## src/rtl/ex_pkg.sv

```systemverilog
// ex_pkg: op codes and FSM states shared by the execute-stage sequencer and its mul/div engine
package ex_pkg;
  localparam logic [3:0] ALU_ADD = 4'b0100;
  typedef enum logic [2:0] {MD_MUL, MD_MULH, MD_MULHSU, MD_MULHU, MD_DIV, MD_DIVU, MD_REM, MD_REMU} md_op_e;
  typedef enum logic [1:0] {IDLE, MD_RUN, MD_FIX, DONE} state_e;
endpackage

```

## src/rtl/ex_muldiv_iter.sv

```systemverilog
// ex_muldiv_iter: unsigned shift-add multiply / restoring divide, one step per enabled cycle
module ex_muldiv_iter #(
  parameter int XLEN  = 32,
  parameter int ITERS = 32
) (
  input  logic            clk,
  input  logic            reset,
  input  logic            load,
  input  logic            en,
  input  logic            is_div,
  input  logic [XLEN-1:0] a,
  input  logic [XLEN-1:0] b,
  output logic [XLEN-1:0] hi,
  output logic [XLEN-1:0] lo,
  output logic            done_step
);
  localparam int CW = $clog2(ITERS);
  logic [CW-1:0] cnt;
  logic [XLEN-1:0] dv, rsub;
  logic [XLEN:0] mul_sum, r;
  logic div_mode, ge;
  // hi:lo is product accumulator for mul, remainder:quotient for div
  always_comb begin
    mul_sum = {1'b0, hi} + (lo[0] ? {1'b0, dv} : '0);
    r = {hi, lo[XLEN-1]};
    ge = r >= {1'b0, dv};
    rsub = r[XLEN-1:0] - dv;
    done_step = en && cnt == CW'(ITERS - 1);
  end
  always_ff @(posedge clk) begin
    if (reset) begin
      hi <= '0;
      lo <= '0;
      dv <= '0;
      div_mode <= 1'b0;
      cnt <= '0;
    end else if (load) begin
      hi <= '0;
      lo <= a;
      dv <= b;
      div_mode <= is_div;
      cnt <= '0;
    end else if (en) begin
      {hi, lo} <= div_mode ? {ge ? rsub : r[XLEN-1:0], lo[XLEN-2:0], ge} : {mul_sum, lo[XLEN-1:1]};
      cnt <= done_step ? cnt : cnt + 1'b1;
    end
  end
endmodule

```

## src/rtl/ex_exec_ctrl.sv

```systemverilog
// ex_exec_ctrl: execute-stage sequencer driving the single-cycle ALU and an iterative RV32M engine
module ex_exec_ctrl
  import ex_pkg::*;
#(
  parameter int XLEN  = 32,
  parameter int RD_W  = 5,
  parameter int ITERS = 32
) (
  input  logic            clk,
  input  logic            reset,
  input  logic            flush,
  input  logic            in_valid,
  output logic            in_ready,
  input  logic            in_is_md,
  input  logic [3:0]      in_alu_op,
  input  logic [2:0]      in_md_op,
  input  logic [XLEN-1:0] in_a,
  input  logic [XLEN-1:0] in_b,
  input  logic [RD_W-1:0] in_rd,
  output logic [3:0]      alu_op,
  output logic [XLEN-1:0] alu_a,
  output logic [XLEN-1:0] alu_b,
  input  logic [XLEN-1:0] alu_result,
  output logic            out_valid,
  input  logic            out_ready,
  output logic [XLEN-1:0] out_result,
  output logic [RD_W-1:0] out_rd,
  output logic            busy
);
  state_e state, state_nx;
  md_op_e md_op, op_in;
  logic accept, alu_go, load, done_step, sa, sb, neg;
  logic [XLEN-1:0] abs_a, abs_b, hi, lo, dv_sel, md_res;
  logic [2*XLEN-1:0] prod;
  always_comb begin
    op_in = md_op_e'(in_md_op);
    in_ready = !reset && !flush && (state == IDLE || (state == DONE && out_ready));
    accept = in_valid && in_ready;
    alu_go = accept && !in_is_md;
    load = accept && in_is_md;
    alu_op = alu_go ? in_alu_op : '0;
    alu_a = alu_go ? in_a : '0;
    alu_b = alu_go ? in_b : '0;
    sa = in_a[XLEN-1] && (op_in inside {MD_MULH, MD_MULHSU, MD_DIV, MD_REM});
    sb = in_b[XLEN-1] && (op_in inside {MD_MULH, MD_DIV, MD_REM});
    abs_a = sa ? -in_a : in_a;
    abs_b = sb ? -in_b : in_b;
    prod = neg ? -{hi, lo} : {hi, lo};
    dv_sel = (md_op inside {MD_DIV, MD_DIVU}) ? lo : hi;
    md_res = md_op[2] ? (neg ? -dv_sel : dv_sel) : md_op == MD_MUL ? prod[XLEN-1:0] : prod[2*XLEN-1:XLEN];
    busy = state == MD_RUN || state == MD_FIX;
    out_valid = state == DONE;
    state_nx = flush ? IDLE : accept ? (in_is_md ? MD_RUN : DONE) : (state == DONE && out_ready) ? IDLE :
               (state == MD_RUN && done_step) ? MD_FIX : state == MD_FIX ? DONE : state;
  end
  // divide by zero keeps the unsigned quotient of all ones, so its sign is never flipped
  always_ff @(posedge clk) begin
    if (reset) begin
      state <= IDLE;
      md_op <= MD_MUL;
      neg <= 1'b0;
      out_result <= '0;
      out_rd <= '0;
    end else begin
      state <= state_nx;
      if (accept) out_rd <= in_rd;
      if (alu_go) out_result <= alu_result;
      else if (state == MD_FIX) out_result <= md_res;
      if (load) begin
        md_op <= op_in;
        neg <= !in_md_op[2] ? sa ^ sb : in_md_op[1] ? sa : (sa ^ sb) && |in_b;
      end
    end
  end
  ex_muldiv_iter #(.XLEN(XLEN), .ITERS(ITERS)) u_iter (
    .clk(clk),
    .reset(reset),
    .load(load),
    .en(state == MD_RUN),
    .is_div(in_md_op[2]),
    .a(abs_a),
    .b(abs_b),
    .hi(hi),
    .lo(lo),
    .done_step(done_step)
  );
endmodule

```

## config.mk

```make
export PLATFORM = sky130hd
export DESIGN_NAME = ex_exec_ctrl
export DESIGN_NICKNAME = d
export VERILOG_FILES = /design/src/rtl/ex_pkg.sv /design/src/rtl/ex_muldiv_iter.sv /design/src/rtl/ex_exec_ctrl.sv
export SDC_FILE = /design/constraint.sdc
export NUM_CORES = 1
export LEC_CHECK = 0
export CORE_ASPECT_RATIO = 2
export CORE_MARGIN = 2
export CORE_UTILIZATION = 25
export DETAILED_ROUTE_END_ITERATION = 7
export SYNTH_ARGS = -nofsm -noshare
export SYNTH_HDL_FRONTEND = slang
export SYNTH_HIERARCHICAL = 1
export SYNTH_SLANG_ARGS = --single-unit
export TNS_END_PERCENT = 20
```

## constraint.sdc

```tcl
create_clock -name clk -period 4.6 [get_ports clk]
set_clock_uncertainty 0.2 [all_clocks]
set_input_delay 1.38 -clock clk [delete_from_list [all_inputs] [get_ports clk]]
set_output_delay 1.38 -clock clk [all_outputs]
set_load 0.005 [all_outputs]
```

==> impl_results.md, run 1 <==
- Final hold vios: 0
- Worst reg-to-reg path cell count: 12
- H-tree levels: 4
- CTS Hold Bufs: 0
- Synth async-reset ratio: 0%
- Netlist cell types: between 80 and 90
- VDD IR max: between 0.0002 and 0.0003 V
- Hold depth: 2
- First-pass GRT wire length: 110 mm
- F_max: 0.221 GHz
- Initial antenna violation count: 0
- Remaining DRCs: 0
- Die height: around 360 um
- Synthesis Warnings: 6
- Cell family with most CP delay: buffers and inverters
- Port Buf Inserts: 221
- Number of synthesized flops with an enable pin: 0
- Average size of a mapped cell: 7.10 sq um
- Core region area: 64400 sq um
- Syn Nets: between 2000 and 2500
- Post-detailed-routing wire length: a little over 70 mm
- Max-slew headroom: 34.9%
- Final cell count without fillers: 3290
- Vias: roughly 19000
- WP buf/inv: 4
- IO Pins: between 200 and 250
- Yosys reg bits: 145
- Crit path depth: 7
- Worst path cell trace: dlygate4sd2_1, nor4b_4, buf_4, buf_12, nand2_8, nor2_1, clkdlybuf4s50_1
- Layout cell share with drive strength beyond 1: 8.65%
- Placed Cells: ~3300
- Initial DRC Count: 1971
- Most common cell after layout, fill and taps aside: nor2_1
- RSZ-0062 raised after global routing: yes
- Hold Crit Class: flip-flop to flip-flop
- Critical path fanouts, max: 10
- Cell row count: 132
- Via density: 5.72
- Nets: 2663
- Clock transition at path regs: around 0.070 ns
- CTS Buf Count: 17
- CTS tree: built
- Full die area: roughly 67000 sq um
- Crit start category: input pin
- Die Width: 184 um
- Worst setup margin: 0.0708 ns
- Pins over their slew limit: 0
- Leak Pwr: approximately 0.0085 uW
- Detail Route Antenna Nets: 0
- Mapped Area: 16200 sq um
- Bufs on Longest Clock Path: 2
- Final GP Congestion: ~0.99
- Count of final setup violators: 0
- Crit path required time: ~3.0 ns
- Utilization of the core after routing: between 30% and 40%
- Filler Cells Inserted: 6993
- DRT Pass-1 Iters: 7
- CTS sink cnt: 145
- Worst-Margin Slew: 0.968 ns
- Root Buffer: clkbuf_16
- Register area share after synthesis: 17.9%
- Tcrit/Tclk final: 98.5%
- Grt total ovfl: 0
- Area Growth Syn to Fin: 25.8%
- Number of global-route vias before repair: 18100
- Post-Place Worst Slack: -0.300 ns
- Min Tclk post-route: 4.53 ns
- Power per standard cell area: 247 nW/um^2
- Initial core utilization: between 20% and 30%
- Largest net degree at the start of global routing: 95
- Primary FF master, synth: dfxtp_1
- Critical Setup Path Class: input pin to output port
- Detailed Place HPWL: 55.2 mm
- MaxCap Viol Count: 0
- Outcome: completed
- Clk_lat worst skew: 0.47 ns
- Data arrival time of the worst path: 2.95 ns
- CP max stage cell: clkdlybuf4s50_1
- Average wire per standard cell: 22.0 um
- Cells after Synth: 2284
- Commonest non-fill, non-tap cells in the layout: nor2_1, a21oi_1, nand2_1
- Overall routing resource usage: roughly a fifth
- Ant. Diodes: 0
- Max incr delay on CP: 0.51 ns
- CP Capture Type: output port
-- registers in the layout (all words and copies together), names as in the netlist --
name             cells
md_op                3
neg                  1
out_rd               5
out_result          32
state                2
u_iter/cnt           5
u_iter/div_mode      1
u_iter/dv           32
u_iter/hi           32
u_iter/lo           32
-- synthesized netlist by cell type (14+ instances only) --
library cell  number  area share [%]
or4_1             19            0.88
or3_1             24            0.93
nor4_1            37             1.4
o31ai_1           26             1.2
a21oi_1          191             5.9
clkbuf_1         132             3.1
o21ai_0          121             3.7
a21o_1            31             1.4
nand2b_1          14            0.54
xnor2_1           96             5.2
a31oi_1           38             1.5
buf_1             22            0.51
ha_1              74             5.7
inv_1             68             1.6
nand3_1           54             1.7
o41ai_1           14            0.76
nand4_1           28             1.1
nor3_1            65             2.0
o211ai_1          21            0.97
nor2_1           274             6.3
dfxtp_1          145              18
and3_1            87             3.4
mux2i_1          126             7.8
nand2_1          173             4.0
mux2_2            14            0.97
a211oi_1          50             2.3
and2_1            46             1.8
xor2_1            66             3.6
-- tightest hold or removal path, stage by stage (launching register included) --
cell,delay (ns)
dfxtp_1,0.31
nand2_1,0.05
a21oi_1,0.05
-- worst paths after layout --
check                  endpoint  slack [ns]          from
setup / recovery      alu_b[31]        0.07         flush
hold / removal        out_rd[4]        0.26     out_rd[4]
hold reg to reg       out_rd[4]        0.26     out_rd[4]
setup reg to reg  u_iter/hi[29]        0.28  u_iter/lo[0]
-- power breakdown --
part	total, uW	switching, uW	leakage (uW)	internal [uW]
Sequential	1420	108	0.00118	1310
Combinational	2130	1300	0.00699	827
Clock	1480	708	0.000290	774
-- final cells by class --
| class | count | area, sq um | area share, % |
|---|---|---|---|
| flip-flops and latches | 145 | 2910 | 14.2 |
| inverters | 68 | 256 | 1.26 |
| clock buffers | 17 | 425 | 2.09 |
| multi-input cells | 1900 | 12400 | 61.0 |
| repair buffers | 341 | 3200 | 15.7 |
| well taps | 804 | 1010 | 4.93 |
| clock inverters | 15 | 165 | 0.810 |
-- timing repair --
item	CTS	global route
buffers inserted	2	1
gates cloned	2	0
resized for setup	58	13
pin swaps	2	1
endpoints found under the hold margin	0	0
setup endpoints to repair	68	12
-- logic make-up after synthesis --
family	Yosys count	share of synthesized area [%]
AND/OR/NAND/NOR	878	26.8
XOR/XNOR	162	8.75
buffers and inverters	239	5.70
multiplexers	140	8.75
flip-flops	145	17.9
AO/OA/AOI/OAI	644	26.1
adder cells (fa/ha/maj)	76	5.96
-- metrics by stage --
stage                     area, sq um  hold WS [ns]  power, uW  setup TNS (ns)
after detailed placement        19700         0.250       3520           -8.93
final                           20400         0.257       5030               0
after CTS                       20400         0.262       5010         -0.0561
after floorplan                 16200         0.253       2760               0
after global routing            20400         0.285       5280         -0.0629
after global placement          19700         0.245       3510           -6.47
-- routing by layer --
layer  vias to the layer above  wire length (um)  global-route usage (%)
met4                         0              4040                    11.4
met1                      8816             30000                    27.3
met3                       211              5890                    3.52
met2                      1004             32400                    33.6
li1                       8794                 -                       -
met5                         -                 0                       0
Power figures use the tool's default switching activity.
==> run 2, diff against run 1 <==
--- a/config.mk
+++ b/config.mk
@@ -8,7 +8,9 @@
 export CORE_ASPECT_RATIO = 2
 export CORE_MARGIN = 2
 export CORE_UTILIZATION = 25
+export CTS_CLUSTER_DIAMETER = 60
 export DETAILED_ROUTE_END_ITERATION = 7
+export PLACE_DENSITY_LB_ADDON = 0.05
 export SYNTH_ARGS = -nofsm -noshare
 export SYNTH_HDL_FRONTEND = slang
 export SYNTH_HIERARCHICAL = 1
==> run 2 against run 1 <==
  * Non-clock buffer count increased by 58
  * Clock-buffer cell count rose by 2
  * Critical endpoint is now alu_a[12]
  * Largest power group unchanged
  * Power increased by 2.8%
  * Utilization grew 0.77 points
  * Critical path type unchanged
  * Via count fell by 1.8%
  * Final cell count rose by 1.8%
==> impl_results.md, run 2 (synthesized netlist as in run 1, its figures left out) <==
- Placement Cell Area: 20200 sq um (+2.4%)
- Outcome: completed
- Min Tclk post-route: 4.52 ns (-0.00694 ns)
- Max-slew headroom: 17.1% (-18 points)
- Power per standard cell area: 248 nW/um^2 (+0.35%)
- Bufs on Longest Clock Path: 2 (unchanged)
- First-pass GRT wire length: 119 mm (+8.2%)
- Area Growth Syn to Fin: 28.9%
- Layout cell share with drive strength beyond 1: 10.5% (+1.9 points)
- Final Cell Area: 20900 sq um (+2.4%)
- Commonest non-fill, non-tap cells in the layout: nor2_1, a21oi_1, nand2_1
- F_max: 0.221 GHz (+0.15%)
- CTS Buf Count: 17 (unchanged)
- Initial antenna violation count: 2 (+2)
- Placed Cells: 3310 (+1.8%)
- Average wire per standard cell: 24.0 um (+9.0%)
- Port Buf Inserts: 221 (unchanged)
- Pins over their slew limit: 0 (unchanged)
- Die height: 364 um (unchanged)
- Critical path fanouts, max: 9 (-1)
- Worst-Margin Slew: 1.23 ns (+0.264 ns)
- Ant. Diodes: 0 (unchanged)
- Overall routing resource usage: 23.7% (+2.5 points)
- H-tree levels: 4 (unchanged)
- Final GP Congestion: 0.921 (-7.2%)
- Total Power: 5170 uW (+2.8%)
- Leak Pwr: 0.00873 uW (+3.2%)
- Cell row count: 132 (unchanged)
- Root Buffer: clkbuf_16
- Initial core utilization: 25.2% (unchanged)
- Crit start category: input pin
- Full die area: 67000 sq um (unchanged)
- Clock transition at path regs: 0.06 ns (about the same)
- Tcrit/Tclk final: 98.3% (-0.15 points)
- Data arrival time of the worst path: 2.94 ns (about the same)
- CTS Hold Bufs: 0 (unchanged)
- Detail Route Antenna Nets: 0 (unchanged)
- Most common cell after layout, fill and taps aside: nor2_1
- Number of global-route vias before repair: 18100 (+0.083%)
- Vias: 18500 (-1.8%)
- Die Width: 184 um (unchanged)
- Remaining DRCs: 0 (unchanged)
- Clk_lat worst skew: 0.49 ns (+0.02 ns)
- VDD IR max: 0.000303 V (+2.5%)
- RSZ-0062 raised after global routing: no
- Critical Setup Path Class: input pin to output port
- Final cell count without fillers: 3348 (+1.8%)
- MaxCap Viol Count: 0 (unchanged)
- DRT Pass-1 Iters: 5 (-2)
- Largest net degree at the start of global routing: 107 (+13%)
- CP Capture Type: output port
- Post-detailed-routing wire length: 80.2 mm (+11%)
- Hold Crit Class: flip-flop to flip-flop
- Via density: 5.52 (-3.5%)
- Initial DRC Count: 1251 (-37%)
- IO Pins: 222 (unchanged)
- Final hold vios: 0 (unchanged)
- Grt total ovfl: 0 (unchanged)
- Crit path required time: 3.02 ns (about the same)
- CTS sink cnt: 145 (unchanged)
- Core region area: 64400 sq um (unchanged)
- Detailed Place HPWL: 62.0 mm (+12%)
- Utilization of the core after routing: 32.4% (+0.77 points)
- Nets: 2721 (+2.2%)
- Count of final setup violators: 0 (unchanged)
- CTS tree: built
-- run 2: path summary, 6_finish.rpt --
check                     from       endpoint  slack (ns)  cells after the start
setup reg to reg  u_iter/lo[0]  u_iter/hi[30]        0.58                     12
setup / recovery      in_is_md      alu_a[12]        0.08                      7
hold reg to reg      out_rd[3]      out_rd[3]        0.25                      2
hold / removal       out_rd[3]      out_rd[3]        0.25                      2
-- run 2: area by class of cell --
class / instances / area, sq um
clock buffers: 19 / 443
flip-flops and latches: 145 / 2910
well taps: 804 / 1010
multi-input cells: 1900 / 12400
repair buffers: 399 / 3680
inverters: 68 / 258
fillers: 7033 / 43500
clock inverters: 13 / 173
-- run 2: through the flow --
| stage | hold WS (ns) | setup TNS (ns) | setup slack (ns) |
|---|---|---|---|
| global route | 0.279 | 0 | 0.00927 |
| detailed placement | 0.246 | -14.68 | -0.330 |
| global placement | 0.244 | -15.78 | -0.320 |
| floorplan | 0.253 | 0 | 0.236 |
| CTS | 0.256 | -2.70 | -0.140 |
| finish | 0.254 | 0 | 0.0777 |
-- run 2: what timing repair did --
action / in CTS / in global routing
buffers inserted: 4 / 0
gates cloned: 2 / 0
pin swaps: 1 / 0
endpoints found under the setup margin: 68 / 38
gates resized for setup: 53 / 15
endpoints found under the hold margin: 0 / 0
-- run 2: layer usage --
layer / vias to the layer above / part of all wire [%] / global-route usage (%)
met5: - / 0 / 0
met4: 0 / 4.8 / 11.4
met3: 128 / 3.9 / 2.32
met2: 591 / 48 / 39.9
met1: 8862 / 44 / 30.1
li1: 8897 / - / -
-- run 2: worst max-delay path, stage by stage --
cell	delay, ns
dlygate4sd2_1	0.27
nor4b_4	0.20
buf_4	0.17
buf_12	0.14
buf_8	0.12
and3_1	0.15
clkdlybuf4s50_1	0.50
-- run 2: power breakdown --
group          internal, uW  switching [uW]
Clock                   876             676
Sequential             1310            81.7
Combinational           858            1370
Total                  3050            2130
==> run 3, diff against run 2 <==
--- a/config.mk
+++ b/config.mk
@@ -7,7 +7,7 @@
 export LEC_CHECK = 0
 export CORE_ASPECT_RATIO = 2
 export CORE_MARGIN = 2
-export CORE_UTILIZATION = 25
+export CORE_UTILIZATION = 55
 export CTS_CLUSTER_DIAMETER = 60
 export DETAILED_ROUTE_END_ITERATION = 7
 export PLACE_DENSITY_LB_ADDON = 0.05
==> run 3 against run 2 <==
  * Global-route usage rose by 22 points
  * The flow now finishes with violations (setup timing)
  * Final cell count fell by 15%
  * Power fell by 3.2%
  * Highest routed layer unchanged
  * Non-clock buffer count fell by 68
  * Register-to-register slack got worse by 0.29 ns
  * Critical path type unchanged
  * Via count rose by 5.5%
  * Worst setup slack got worse by 0.15 ns
  * Combinational power fell by 4%
  * Largest cell class unchanged
==> impl_results.md, run 3 (synthesized netlist as in run 1, its figures left out) <==
- Worst setup margin: -0.0686 ns (-0.146 ns)
- Final hold vios: 0 (unchanged)
- Overall routing resource usage: 45.6% (+22 points)
- Clk_lat worst skew: 0.47 ns (-0.02 ns)
- Core region area: 29000 sq um (-55%)
- Remaining DRCs: 0 (unchanged)
- Max incr delay on CP: 0.49 ns (about the same)
- Die height: 247 um (-32%)
- Worst path cell trace: clkdlybuf4s50_1, a21o_1, buf_12, and3_4, clkdlybuf4s50_1
- CP Capture Type: output port
- Nets: 2653 (-2.5%)
- Filler Cells Inserted: 2572 (-63%)
- Clock transition at path regs: 0.06 ns (about the same)
- Post-Place Worst Slack: -0.246 ns (+0.0842 ns)
- CP most frequent cell: clkdlybuf4s50_1
- Outcome: finished with violations
- Max-slew headroom: 15.7% (-1.4 points)
- Initial core utilization: 56.0% (+31 points)
- Min Tclk post-route: 4.67 ns (+0.146 ns)
- Most common cell after layout, fill and taps aside: nor2_1
- WP buf/inv: 3 (-2)
- DRT Pass-1 Iters: 6 (+1)
- Average wire per standard cell: 25.5 um (+6.3%)
- Vias: 19500 (+5.5%)
- Initial antenna violation count: 0 (-2)
- CTS sink cnt: 145 (unchanged)
- Leak Pwr: 0.00836 uW (-4.3%)
- IO Pins: 222 (unchanged)
- Hold Crit Class: flip-flop to flip-flop
- CP max stage cell: clkdlybuf4s50_1
- Count of final setup violators: 9 (+9)
- H-tree levels: 4 (unchanged)
- Detail Route Antenna Nets: 0 (unchanged)
- Crit path required time: 3.02 ns (about the same)
- Detailed Place HPWL: 52.7 mm (-15%)
- Full die area: 30900 sq um (-54%)
- VDD IR max: 0.000297 V (-2.1%)
- Setup TNS: -0.465 ns (-0.465 ns)
- Failing checks: setup timing
- First-pass GRT wire length: 109 mm (-8.3%)
- Number of global-route vias before repair: 19100 (+5.6%)
- Area Growth Syn to Fin: 22.1%
- F_max: 0.214 GHz (-3.1%)
- Commonest non-fill, non-tap cells in the layout: nor2_1, a21oi_1, nand2_1
- Data arrival time of the worst path: 3.09 ns (+0.15 ns)
- Die Width: 125 um (-32%)
- Bufs on Longest Clock Path: 2 (unchanged)
- Via density: 6.87 (+24%)
- Cell family with most CP delay: buffers and inverters
- Crit start category: input pin
- Hold slack final: 0.265 ns (+0.0110 ns)
- Port Buf Inserts: 221 (unchanged)
- Grt total ovfl: 0 (unchanged)
- Worst reg-to-reg setup slack: 0.29 ns (-0.29 ns)
- Power per standard cell area: 253 nW/um^2 (+2.1%)
- Largest net degree at the start of global routing: 94 (-12%)
- Layout cell share with drive strength beyond 1: 8.20% (-2.3 points)
- Worst-Margin Slew: 1.25 ns (+0.0197 ns)
- Tcrit/Tclk final: 101% (+3.2 points)
- RSZ-0062 raised after global routing: yes
- Root Buffer: clkbuf_16
- Initial DRC Count: 2036 (+63%)
- Critical path fanouts, max: 60 (+51)
- Pins over their slew limit: 0 (unchanged)
- Critical Setup Path Class: input pin to output port
- Final GP Congestion: 1.06 (+15%)
- Post-detailed-routing wire length: 72.2 mm (-10%)
- MaxCap Viol Count: 0 (unchanged)
- CTS Buf Count: 17 (unchanged)
- Cell row count: 88 (-33%)
- CTS tree: built
## run 3: changes by cell type in the layout (fill, tap and decap cells not counted), moves of 2 or more
cell and change:
dlymetal6s2s_1 -3, clkinvlp_4 -2, buf_12 -2, buf_4 -66, inv_8 +5, buf_16 +2
dlygate4sd2_1 +4, clkinv_2 +2, bufinv_16 -2
## run 3: worst paths after layout
kind / cells after the start / startpoint / to
setup / recovery: 5 / out_ready / alu_a[2]
hold reg to reg: 2 / out_rd[4] / out_rd[4]
setup reg to reg: 13 / u_iter/lo[0] / u_iter/hi[29]
hold / removal: 2 / out_rd[4] / out_rd[4]
## run 3: metal layers
metal  track usage [%]  wire length [um]
met1              45.0             23600
met2              77.5             34500
met4              46.3              8970
met3              8.74              5100
met5                 0                 0
## run 3: layout make-up
type                       count  area [sq um]  area share (%)
multi-input combinational   1900         12400            62.7
inverter                      68           256            1.30
timing repair buffer         331          3170            16.0
sequential                   145          2910            14.7
clock inverter                15           166           0.841
tap                          360           450            2.28
antenna                        1          2.50          0.0126
clock buffer                  17           425            2.15
## run 3: power breakdown
group          leakage (uW)  total [uW]  switching, uW  internal [uW]
clock              0.000287        1450            678            772
sequential          0.00118        1430            119           1310
combinational       0.00689        2130           1310            814
total               0.00836        5010           2110           2900
## run 3: stage by stage
stage / util (%) / instances / total power, uW / cell area (sq um)
global placement: 65.9 / 2798 / 3450 / 19100
global route: 68.4 / 2836 / 5200 / 19800
detailed placement: 65.9 / 2798 / 3480 / 19100
floorplan: - / 2284 / 2760 / 16200
finish: 68.4 / 2837 / 5010 / 19800
CTS: 68.3 / 2836 / 4930 / 19800
## run 3: worst min-delay path, stage by stage, from the launching register on
cell	delay, ns
dfxtp_1	0.31
nand2_1	0.05
a21oi_1	0.06
## run 3: repair_timing
action | CTS | global route
pin swaps | 1 | 1
gates resized for setup | 60 | 10
gates cloned | 3 | 0
endpoints found under the setup margin | 68 | 17
hold buffers | 0 | 0
buffers inserted | 3 | 0
